### config.mk
export PLATFORM = sky130hd
export DESIGN_NAME = dn_ct_reload_seq
export DESIGN_NICKNAME = d
export VERILOG_FILES = /design/src/rtl/dn_ct_pkg.sv /design/src/rtl/dn_ct_reload_seq_reload_fifo.sv /design/src/rtl/dn_ct_reload_seq.sv
export SDC_FILE = /design/constraint.sdc
export NUM_CORES = 1
export LEC_CHECK = 0
export CAP_MARGIN = 40
export CORE_ASPECT_RATIO = 0.9
export CORE_MARGIN = 8
export CORE_UTILIZATION = 50
export DETAILED_ROUTE_END_ITERATION = 10
export PLACE_DENSITY_LB_ADDON = 0.05
export SETUP_SLACK_MARGIN = 0.5
export SKIP_CTS_REPAIR_TIMING = 1
export SLEW_MARGIN = 30
export SYNTH_ARGS = -nofsm -noshare
export SYNTH_HDL_FRONTEND = slang
export SYNTH_SLANG_ARGS = --single-unit
### constraint.sdc
create_clock -name clk -period 3.64 [get_ports clk]
set_clock_uncertainty 0.1 [all_clocks]
set_input_delay 0.728 -clock clk [delete_from_list [all_inputs] [get_ports clk]]
set_output_delay 0.728 -clock clk [all_outputs]
set_load 0.005 [all_outputs]
### src/rtl/dn_ct_pkg.sv
// dn_ct_pkg: shared state encoding and default sizing for the reload sequencer
package dn_ct_pkg;
    localparam int DEF_W     = 3;
    localparam int DEF_DEPTH = 4;
    typedef enum logic {IDLE, RUN} state_t;
endpackage

### src/rtl/dn_ct_reload_seq_reload_fifo.sv
// reload_fifo: synchronous DEPTHxW FIFO holding pending reload values
module reload_fifo
    import dn_ct_pkg::*;
#(
    parameter int W     = DEF_W,
    parameter int DEPTH = DEF_DEPTH
) (
    input  logic                         clk,
    input  logic                         areset,
    input  logic                         push,
    input  logic                         pop,
    input  logic                         flush,
    input  logic [W-1:0]                 din,
    output logic [W-1:0]                 head,
    output logic                         full,
    output logic                         empty,
    output logic [$clog2(DEPTH+1)-1:0]   level
);
    localparam int AW = $clog2(DEPTH);
    localparam int LW = $clog2(DEPTH+1);
    localparam logic [AW:0] ONE = 1;
    localparam logic [AW:0] WRAP = {1'b1, {AW{1'b0}}};

    logic [W-1:0] mem [DEPTH];
    logic [AW:0]  wp, rp;

    assign empty = wp == rp;
    assign full  = (wp ^ rp) == WRAP;
    assign level = LW'(wp - rp);
    assign head  = mem[rp[AW-1:0]];

    // storage array; callers only push when not full
    always_ff @(posedge clk) begin
        if (push) mem[wp[AW-1:0]] <= din;
    end

    // pointers carry an extra wrap bit so full and empty are distinguishable
    always_ff @(posedge clk or posedge areset) begin
        if (areset) begin
            wp <= '0;
            rp <= '0;
        end else if (flush) begin
            wp <= '0;
            rp <= '0;
        end else begin
            if (push) wp <= wp + ONE;
            if (pop)  rp <= rp + ONE;
        end
    end
endmodule

### src/rtl/dn_ct_reload_seq.sv
// dn_ct_reload_seq: feeds queued reload values to a down counter each time it reaches zero
module dn_ct_reload_seq
    import dn_ct_pkg::*;
#(
    parameter int W     = DEF_W,
    parameter int DEPTH = DEF_DEPTH
) (
    input  logic                         clk,
    input  logic                         areset,
    input  logic                         wr_valid,
    input  logic [W-1:0]                 wr_data,
    output logic                         wr_ready,
    input  logic                         flush,
    input  logic [W-1:0]                 cnt,
    output logic                         load,
    output logic [W-1:0]                 data,
    output logic                         busy,
    output logic                         underrun,
    output logic [$clog2(DEPTH+1)-1:0]   level,
    output logic [7:0]                   loads_done
);
    state_t       state, state_nx;
    logic         underrun_nx;
    logic         full, empty;
    logic [W-1:0] head;

    assign wr_ready = !full && !flush;
    assign load     = !flush && !empty && (state == IDLE || cnt == '0);
    assign data     = load ? head : '0;
    assign busy     = state == RUN;

    reload_fifo #(.W(W), .DEPTH(DEPTH)) u_fifo (
        .clk    (clk),
        .areset (areset),
        .push   (wr_valid && wr_ready),
        .pop    (load),
        .flush  (flush),
        .din    (wr_data),
        .head   (head),
        .full   (full),
        .empty  (empty),
        .level  (level)
    );

    // next state: a load keeps or enters RUN; a zero count with nothing queued drops to IDLE
    always_comb begin
        state_nx    = state;
        underrun_nx = 1'b0;
        if (flush) state_nx = IDLE;
        else if (load) state_nx = RUN;
        else if (state == RUN && cnt == '0) begin
            state_nx    = IDLE;
            underrun_nx = 1'b1;
        end
    end

    // state, underrun pulse and saturating load counter
    always_ff @(posedge clk or posedge areset) begin
        if (areset) begin
            state      <= IDLE;
            underrun   <= 1'b0;
            loads_done <= '0;
        end else begin
            state      <= state_nx;
            underrun   <= underrun_nx;
            loads_done <= loads_done + {7'd0, load && loads_done != 8'hFF};
        end
    end
endmodule

## Word level (Yosys, flattened, before mapping)

Memory sizes are Yosys's and may differ from the RTL's.
Cells that the tools add are included.

| word-level totals | value |
|---|---|
| flip-flop bits (word level) | 16 |
| bits in writable memories | 12 |
| bits of input ports | 10 |
| output and inout port bits | 18 |
| word-level logic and storage cells | 42 |
| memories kept | 1 |

Memory list:

| memory | words | width | rd ports | clocked after Yosys merged registers in | write ports | line | text |
|---|---|---|---|---|---|---|---|
| u_fifo.mem | 4 | 3 | 1 | 0 | 1 | dn_ct_reload_seq_reload_fifo.sv:24 | `logic [W-1:0] mem [DEPTH];` |

| operators by class | value |
|---|---|
| add/subtract/negate cells | 4 |
| equality and inequality tests | 3 |
| multiplexer cells | 13 |
| bitwise gates (word level) | 2 |
| reduce and logical (&&, ||, !) cells | 14 |

Operators with widths:

| operator | count |
|---|---|
| $mux W3 | 5 |
| $add A8 B1 Y8 | 1 |
| $mux W1 | 8 |
| $ne A8 B8 Y1 const B | 1 |
| $add A3 B1 Y3 const B | 2 |
| $logic_and A1 B1 Y1 | 6 |
| $reduce_bool A2 Y1 | 2 |
| $eq A3 B3 Y1 | 1 |
| $eq A3 B3 Y1 const B | 1 |
| $logic_not A1 Y1 | 3 |
| $logic_not A3 Y1 | 1 |
| $reduce_bool A3 Y1 | 1 |
| $sub A3 B3 Y3 | 1 |
| $xor A3 B3 Y3 | 1 |
| $logic_or A1 B1 Y1 | 1 |
| $not A1 Y1 | 1 |

## Depth between registers and ports, before layout

| logic depth | value |
|---|---|
| word-level depth | 7 |
| mapped depth | 9 |

## By module

A second synthesis with hierarchy kept.

| second synthesis, totals | value |
|---|---|
| cell total of the unflattened synthesis | 99 |
| area, all modules | 1340.0 um^2 |

Modules (own cells, without submodules):

| module | instances | cells an instance | area each (um^2) | sequential area each (um^2) |
|---|---|---|---|---|
| reload_fifo | 1 | 59 | 878.3 | 510.5 |
| dn_ct_reload_seq | 1 | 40 | 461.7 | 250.2 |

## Worst setup path after synthesis

No wires, ideal clock.

| timing | value |
|---|---|
| path type | input -> register |
| start | in cnt[1] |
| end | reg loads_done[7] |
| library setup time | 0.079 ns |
| arrival | 2.152 ns |
| slack | 1.309 ns |
| cell stages on the path | 7 |
| buffers on the path | 0 |
| path through | o31ai_1 -> o211ai_1 -> a21oi_1 -> ha_1 -> nand3_1 -> nor3_1 -> xor2_1 |

| on the way | value |
|---|---|
| word-level cells in the longest chain between the ends | 5 |

Ends and longest elaborated chain:

| element | line | text |
|---|---|---|
| start: declaration | dn_ct_reload_seq.sv:14 | `input logic [W-1:0] cnt,` |
| $logic_not A3 Y1 | dn_ct_reload_seq.sv:28 | `assign load = !flush && !empty && (state == IDLE \|\| cnt == '0);` |
| $logic_or A1 B1 Y1 | dn_ct_reload_seq.sv:28 |  |
| $logic_and A1 B1 Y1 | dn_ct_reload_seq.sv:28 |  |
| $logic_and A1 B1 Y1 | dn_ct_reload_seq.sv:66 | `loads_done <= loads_done + {7'd0, load && loads_done != 8'hFF};` |
| $add A8 B1 Y8 | dn_ct_reload_seq.sv:66 |  |
| end signal: assignment | dn_ct_reload_seq.sv:66 |  |
| end: declaration | dn_ct_reload_seq.sv:20 | `output logic [7:0] loads_done` |

No other way between the ends.
A chain may end at the register's enable or synchronous reset.

## Final worst setup path

| timing | value |
|---|---|
| start | reg u_fifo.wp[0] |
| end | out data[0] |

| on the way | value |
|---|---|
| word-level cells in the longest chain between the ends | 5 |

Ends and longest elaborated chain:

| element | line | text |
|---|---|---|
| start: declaration | dn_ct_reload_seq_reload_fifo.sv:25 | `logic [AW:0] wp, rp;` |
| start signal: assignment | dn_ct_reload_seq_reload_fifo.sv:46 | `if (push) wp <= wp + ONE;` |
| $eq A3 B3 Y1 | dn_ct_reload_seq_reload_fifo.sv:27 | `assign empty = wp == rp;` |
| $logic_not A1 Y1 | dn_ct_reload_seq.sv:28 |  |
| $logic_and A1 B1 Y1 (2 in series) | dn_ct_reload_seq.sv:28 |  |
| $mux W3 | dn_ct_reload_seq.sv:29 | `assign data = load ? head : '0;` |
| end: declaration | dn_ct_reload_seq.sv:16 | `output logic [W-1:0] data,` |

No other way between the ends.

==> reports/metrics.yaml <==
synth:
  yosys.cell_count.top_type: "dfrtp_1"
  post_synth_main_area_contributors: "dfrtp_1 (27%), edfxtp_1 (25%), ha_1 (7.7%), mux4_2 (4.6%), xnor2_1 (3.6%)"
  synth-seq-cells: 28
  synth_enable_flop_cells: 12
  postSynthNetCount: 136
  netlist_area_um2: 1460
  ys_dominant_reg_cell: "dfrtp_1"
  synth_common_cells: "dfrtp_1 (16), edfxtp_1 (12), ha_1 (9), inv_1 (9), nor2_1 (7)"
  synthesis.area_per_instance_um2: 12.6
  synth_cell_types: 39
  post_synth_inst_count: 116
  yosys_warns: 0
  yosys.area.top_type_share_pct: 27.4
  yosysSeqAreaShare_pct: 52.1
  cell_taking_the_most_area_after_synthesis: "dfrtp_1"
  postSynth.asyncResetShare_pct: 57.1
die:
  die_h_um: 67.3
  standard_cell_rows: 18
  ioPinCount: 28
  core_um2: 2770
  chipWidth_um: 73.0
  die_area_um2: 4910
  initial_core_util_pct: 52.7
setup_path:
  worst_setup_path_end_kind: "output pin"
  worstSetupStartpointType: "flip-flop"
  slowest_stage: "clkdlybuf4s50_1"
  max_stage_delay_ps: 500
  crit_chain: "inv_2 -> ha_1 -> nand2_4 -> o211ai_1 -> buf_4 -> nor2b_1 -> clkdlybuf4s50_1"
  crit_type: "flip-flop to output pin"
  crit_fanout: 7
  critPathArrivalTime_ps: 2240
  endpoint_required_time_on_the_critical_path_ps: 2810
  cp.buffers_inverters: 3
  cell_family_with_the_largest_share_of_critical_path_delay: "buffers and inverters"
routing:
  drc: 0
  final_antenna_net_count: 0
  first_iter_violations: 37
  dr_total_vias: 1057
  finalWirelength_um: 3210
  route.detailed.wl_per_inst_um: 16.0
  vias_per_cell: 5.29
  drt_first_pass_iters: 4
layout:
  multiInputGateArea_um2: 669
  fraction_of_final_layout_cells_with_drive_strength_greater_than_1_pct: 20.0
  stdcell_count: 200
  sequential_cell_area_um2: 763
  layout-area-overhead-vs-synth_pct: 32.6
  insertedDiodeCount: 0
  fillers: 211
  finalNetCount: 181
  fin_area_um2: 1940
pwr:
  pleak_nw: 0.857
  worst_ir_drop_vdd_v: 0.000392
  power.total_mw: 1.28
  power_density_nw_per_um2: 661
global_routing:
  groute.usage.overall_pct: 13.5
  grt_pass1_wl_um: 5120
  first_global_vias: 1044
  initial_antenna_violation_count: 0
  largest_net_degree_at_the_start_of_global_routing: 17
  overall_overflow_remaining_after_global_route: 0
place:
  placement.io_buffers: 27
  dp_cells: 182
  placed_area_um2: 1770
  routabilityCongestion: 0.803
  place.detailed.hpwl_um: 2280
clocking:
  cts.reportedPaths.clkPinSlew_ps: 150
  cts_tree: "done"
  clkLatencyLatePin_ps: 320
  cts_root_buf: "clkbuf_4"
  cts_buffers: 3
  cts_max_path_buffers: 2
  cts.htree.levels: 1
  cts_sinks: 28
timing:
  setup-tns-final_ps: 0
  fin_crit_share_pct: 84.3
  total_count_of_max_transition_violations_in_the_final_report: 0
  achievable-frequency_mhz: 326
  holdWs_ps: 408
  unrepaired_setup_endpoints_after_global_routing: "no"
  worst-slew-pin-transition_ps: 650
  timing.final.setup_violations: 0
  final_hold_viol_count: 0
  layout_min_cycle_time_ps: 3070
  timing.slew.headroom_pct: 56.6
job:
  maxCapViolations: 0
outcome:
  run_status: "completed"
min_path:
  hold_class: "flip-flop to flip-flop"
## flip-flops by register name, summed over array words and instances, names as in the netlist
register    flops
u_fifo.mem     12
loads_done      8
u_fifo.rp       3
u_fifo.wp       3
busy            1
underrun        1
## final cells by class
cell class / count / area share (%)
Clock buffer: 4 / 1.36
Inverter: 9 / 1.75
Multi-Input combinational cell: 77 / 34.6
Sequential cell: 28 / 39.4
Tap cell: 40 / 2.59
Timing Repair Buffer: 42 / 20.3
## where the power goes
part / switching, mW / leakage [nW] / internal (mW)
Sequential: 0.0878 / 0.311 / 0.392
Clock: 0.0899 / 0.0150 / 0.0429
Combinational: 0.273 / 0.530 / 0.393
Total: 0.451 / 0.857 / 0.828
## worst paths after layout
path                                    start            end  slack (ps)  cells after the start
worst min register to register  loads_done[7]  loads_done[7]         410                      1
max in group asynchronous              areset   u_fifo.rp[0]        2310                      2
min in group asynchronous              areset  loads_done[1]         680                      2
worst min-delay path            loads_done[7]  loads_done[7]         410                      1
worst max register to register   u_fifo.wp[0]  loads_done[7]        1180                     10
worst max-delay path             u_fifo.wp[0]        data[0]         570                      7
## per-layer routing
metal / share of wire (%) / GRT usage (%) / vias to the layer above
met1: 44 / 16.1 / 526
met4: 0.62 / 4.49 / 0
met2: 51 / 23.7 / 19
met5: 0 / 0 / -
li1: - / - / 510
met3: 4.5 / 3.25 / 2
## worst register-to-register path, cell delays in order (launching register included)
cell and delay, ps:
dfrtp_1 460, inv_2 90, ha_1 340, nand2_4 130, o211ai_1 120, buf_4 180, a21oi_1 180, ha_1 240
nand3_1 150, nor3_1 240, xor2_1 170
## stage by stage
stage	util [%]	worst slack, ps
after CTS	65.0	250
after global routing	69.9	450
after global placement	64.0	273
after detailed placement	64.0	255
after floorplan	-	1310
final	69.9	573
## cells in the final DEF (no fill, tap or decap), types with 4 or more instances in the layout
cell type and instances:
dfrtp_1 14, nor2_1 7, nor2b_1 4, nand2_1 4, ha_1 9, clkdlybuf4s50_1 23, dlymetal6s2s_1 4, xnor2_1 6
buf_4 15, inv_1 7, and3_1 5, edfxtp_1 12
## cell families (layout without fill, tap and decap cells)
kind of cell	after synthesis	in the layout	synth area share, %
flip-flops	28	28	52.1
XOR/XNOR	10	10	7.03
AO/OA/AOI/OAI	14	14	6.77
adder cells (fa/ha/maj)	10	10	9.08
buffers and inverters	11	55	3.34
multiplexers	6	6	7.11
AND/OR/NAND/NOR	37	37	14.6
(Power assumes the default switching activity.)
